$ cat config.mk
export PLATFORM = sky130hd
export DESIGN_NAME = mips_regfile_dump
export DESIGN_NICKNAME = d
export VERILOG_FILES = /design/src/rtl/mips_regfile_dump.sv
export SDC_FILE = /design/constraint.sdc
export NUM_CORES = 1
export LEC_CHECK = 0
export CORE_UTILIZATION = 41
export CTS_CLUSTER_DIAMETER = 80
export DETAILED_ROUTE_END_ITERATION = 16
export PLACE_DENSITY_LB_ADDON = 0.25
export SYNTH_ARGS = -nofsm -noshare
export SYNTH_HDL_FRONTEND = slang
export SYNTH_SLANG_ARGS = --single-unit
$ cat constraint.sdc
create_clock -name clk -period 2.6 [get_ports clk]
set_input_delay 0.65 -clock clk [delete_from_list [all_inputs] [get_ports clk]]
set_output_delay 0.65 -clock clk [all_outputs]
set_load 0.02 [all_outputs]
$ cat src/rtl/mips_regfile_dump.sv
`default_nettype none
// ============================================================================
// Module      : mips_regfile_dump
// Description : Sweeps read port 1 of the 8x32 MIPS register file over every
//               address and streams each captured word on a valid/ready
//               interface, keeping a running XOR checksum of accepted words.
// Revision    : 1.0 - initial release
// ============================================================================
module mips_regfile_dump #(
    parameter int ADDR_W = 3,
    parameter int DATA_W = 32
) (
    input  logic              clk,
    input  logic              reset,
    input  logic              start,
    output logic [ADDR_W-1:0] rf_read_reg,
    input  logic [DATA_W-1:0] rf_read_data,
    output logic              out_valid,
    input  logic              out_ready,
    output logic [DATA_W-1:0] out_data,
    output logic [ADDR_W-1:0] out_index,
    output logic              busy,
    output logic              done,
    output logic [DATA_W-1:0] checksum
);

    localparam int                NUM_REGS = 2 ** ADDR_W;
    localparam logic [ADDR_W-1:0] LAST_IDX = ADDR_W'(NUM_REGS - 1);

    typedef enum logic [1:0] {
        ST_IDLE = 2'd0,
        ST_READ = 2'd1,
        ST_HOLD = 2'd2,
        ST_DONE = 2'd3
    } state_t;

    state_t              r_state;
    logic [ADDR_W-1:0]   r_idx;
    logic [ADDR_W-1:0]   r_rf_read_reg;
    logic                r_out_valid;
    logic [DATA_W-1:0]   r_out_data;
    logic [ADDR_W-1:0]   r_out_index;
    logic                r_busy;
    logic                r_done;
    logic [DATA_W-1:0]   r_checksum;

    // Every output is a flop; out_ready only steers next-state logic, so it
    // never reaches an output combinationally.
    assign rf_read_reg = r_rf_read_reg;
    assign out_valid   = r_out_valid;
    assign out_data    = r_out_data;
    assign out_index   = r_out_index;
    assign busy        = r_busy;
    assign done        = r_done;
    assign checksum    = r_checksum;

    // Sweep controller: address the register file, capture, hand off, advance.
    always_ff @(posedge clk or posedge reset) begin
        if (reset) begin
            r_state       <= ST_IDLE;
            r_idx         <= '0;
            r_rf_read_reg <= '0;
            r_out_valid   <= 1'b0;
            r_out_data    <= '0;
            r_out_index   <= '0;
            r_busy        <= 1'b0;
            r_done        <= 1'b0;
            r_checksum    <= '0;
        end else begin
            case (r_state)
                ST_IDLE: begin
                    // A new dump always starts from address 0 with a fresh checksum.
                    if (start) begin
                        r_idx         <= '0;
                        r_rf_read_reg <= '0;
                        r_checksum    <= '0;
                        r_busy        <= 1'b1;
                        r_state       <= ST_READ;
                    end
                end
                ST_READ: begin
                    // Snapshot the word; later register-file writes cannot disturb it.
                    r_out_data  <= rf_read_data;
                    r_out_index <= r_idx;
                    r_out_valid <= 1'b1;
                    r_state     <= ST_HOLD;
                end
                ST_HOLD: begin
                    if (r_out_ready_xfer(r_out_valid, out_ready)) begin
                        r_checksum  <= r_checksum ^ r_out_data;
                        r_out_valid <= 1'b0;
                        if (r_idx == LAST_IDX) begin
                            r_done  <= 1'b1;
                            r_state <= ST_DONE;
                        end else begin
                            r_idx         <= r_idx + 1'b1;
                            r_rf_read_reg <= r_idx + 1'b1;
                            r_state       <= ST_READ;
                        end
                    end
                end
                ST_DONE: begin
                    // done lasts one cycle; start is ignored here as in any busy state.
                    r_done        <= 1'b0;
                    r_busy        <= 1'b0;
                    r_rf_read_reg <= '0;
                    r_state       <= ST_IDLE;
                end
                default: begin
                    r_state <= ST_IDLE;
                end
            endcase
        end
    end

    // A word moves only when it is being offered and the consumer takes it.
    function automatic logic r_out_ready_xfer(input logic valid, input logic ready);
        return valid & ready;
    endfunction

endmodule
`default_nettype wire

==> out/metrics.csv <==
metric,value,unit
Critical Path Stages,1,
DRT iter0 DRCs,88,
fill count,648,
worst r2r src,r_state[1],
Sink Count,78,
Mapped Cells,263,
fin nets,409,
Final period util,82.1,%
Post-CTS Resized,0,
Fin Setup TNS,0,ns
CTS tree,built,
Die Width,92.5,um
Max-slew headroom,65.6,%
worst-path fanout max,8,
vias in the first global route,2423,
synthesized area per cell,12.8,um^2
cell accounting for the most synthesized area,dfrtp_1,
Fmax,0.468,GHz
CTS H-Tree Depth,3,
Synthesis Warnings,0,
unrepaired setup endpoints after global routing,false,
area fraction of the dominant cell type after synthesis,58.2,%
Tot Pwr,6790,uW
CP startpoint kind,flip-flop,
Pleak,0.00198,uW
antenna violations before repair,0,
IO Port Bufs,108,
Bufs and invs on worst path,1,
status,"finished, final reports clean",
setup ws final,0.465,ns
core area,7810,um^2
Worst-path clk slew,0.08,ns
CTS buffer count,9,
"Core Util, Final",61.4,%
final RePlAce weighted congestion,0.715,
DR pass1 iterations,4,
"Min Clock Period, post-route",2.13,ns
Starting Density,43.0,%
Pwr Density,1420,nW/um^2
Setup Viol. Count Final,0,
largest net degree at the start of global routing,79,
startpoint of the worst hold path,checksum[5],
Hold Slack,0.480,ns
Die Footprint,8550,um^2
CP endpoint kind,output port,
clock skew,0.0112,ns
FP Rows,32,
final WL,7.58,mm
worst setup path start,out_valid,
Post-CTS Hold Fix Bufs,0,
max cap viols,0,
Overflow after GRT,0,
syn_nets,301,
GRT Overall Usage,18.7,%
Yosys cell types,30,
Crit Path Class,reg -> out,
Worst Max-Slew Pin Slew,0.515,ns
CP max-delay cell,clkdlybuf4s50_1,
Final Hold Viols,0,
layout cells sized above 1,14.6,%
CP cell instances,clkdlybuf4s50_1,
WP data arrival,1.48,ns
# DRC,0,
CP top delay family,buffers and inverters,
worst skew pair latency,0.35,ns
pre-CTS WS,0.150,ns
Synth area leaders,"dfrtp_1 58%, mux2_2 9.7%, a31oi_1 4.3%",
Reg2Reg Depth,4,
I/O Pins,109,
Pins Over Slew Limit,0,
Cells on Worst Hold Path,1,
root buf cell,clkbuf_8,
Antenna diodes,0,
"flops & latches, synth",78,
Area Overhead vs Synth,43.0,%
Reg area,1950,um^2
Max VDD drop,0.715,mV
via count,2522,
first-pass GRT wire length,12.3,mm
Multi-input gate area,1290,um^2
max incr delay on CP,0.65,ns
"Seq/Total Area, Yosys",58.2,%
Detail Placement HPWL,5.05,mm
DR vias/cell,5.28,
Mapped Area,3360,um^2
wire length per cell,15.9,um
Post-CTS Setup Bufs,0,
"antenna viol nets, final",0,
clock buffer depth,2,
DIE HEIGHT,92.5,um
Crit path required time,1.95,ns
hold crit path type,reg -> reg,
## per-layer routing
layer / GRT usage, % / routed length, um
met1: 24.8 / 3520
met5: 0 / 0
met3: 5.83 / 555
met4: 8.20 / 101
met2: 28.2 / 3410
## layout by cell type (no fill, tap or decap), types with 2 or more instances in the layout
cell,netlist,routed
clkinvlp_4,0,3
nor2b_1,11,10
bufinv_16,0,3
a31oi_1,23,23
a32o_1,2,2
mux2_1,6,6
nand2_1,3,3
a221o_1,10,10
nand2b_1,23,23
inv_1,5,4
dfrtp_1,78,78
mux2_2,29,29
nor3b_1,11,11
mux2i_1,3,3
nor2_4,2,2
clkbuf_8,0,11
clkdlybuf4s50_1,0,108
a21oi_1,28,28
o2bb2ai_1,2,2
ha_1,2,2
buf_12,0,3
## synth_stat cells
cell / n
o21bai_1: 1
a41oi_1: 1
dfrtp_1: 78
ha_1: 2
nor2_4: 2
nor2b_1: 11
buf_2: 7
mux2i_1: 3
buf_4: 4
o21ai_0: 1
a21o_1: 1
nand3b_1: 1
inv_1: 5
nand4b_2: 1
buf_6: 3
o2bb2ai_1: 2
a22o_1: 1
a221o_1: 10
nand2_1: 3
mux2_2: 29
and4b_1: 1
a32o_1: 2
a31oi_1: 23
clkbuf_1: 1
nor3b_1: 11
mux2_1: 6
a21oi_1: 28
and3b_1: 1
nand2b_1: 23
inv_2: 1
## report_power, final
| group | leakage [uW] | switching, uW | internal (uW) |
|---|---|---|---|
| Combinational | 0.000883 | 1580 | 1710 |
| Clock | 0.000122 | 446 | 690 |
| Sequential | 0.000977 | 576 | 1800 |
| Total | 0.00198 | 2600 | 4190 |
## metrics by stage
step	cells	instance area, um^2
after floorplan	263	3360
after detailed placement	462	4540
final	478	4800
after global routing	478	4800
after CTS	478	4800
after global placement	462	4540
## cell type report
class | count | area share [%]
Multi-Input combinational cell | 164 | 26.8
Timing Repair Buffer | 112 | 23.9
Inverter | 6 | 0.548
Clock inverter | 5 | 2.19
Sequential cell | 78 | 40.7
Clock buffer | 11 | 3.16
Tap cell | 102 | 2.66
## logic make-up after synthesis
family / count (synthesis) / share of synthesized area (%)
and+or+nand+nor: 54 / 11.0
DFF: 78 / 58.2
adders and majority gates: 2 / 0.746
muxes: 38 / 12.6
AOI/OAI and AO/OA: 70 / 13.7
buffers and inverters: 21 / 3.73
## worst paths after layout
kind                                     end  slack, ns
worst min-delay path             checksum[5]       0.48
min in group asynchronous       out_data[21]       0.75
worst max register to register   checksum[7]       0.71
worst max-delay path               out_valid       0.47
max in group asynchronous        out_data[6]       1.52
worst min register to register   checksum[5]       0.48
No activity file was read; power rests on OpenSTA's default activity.
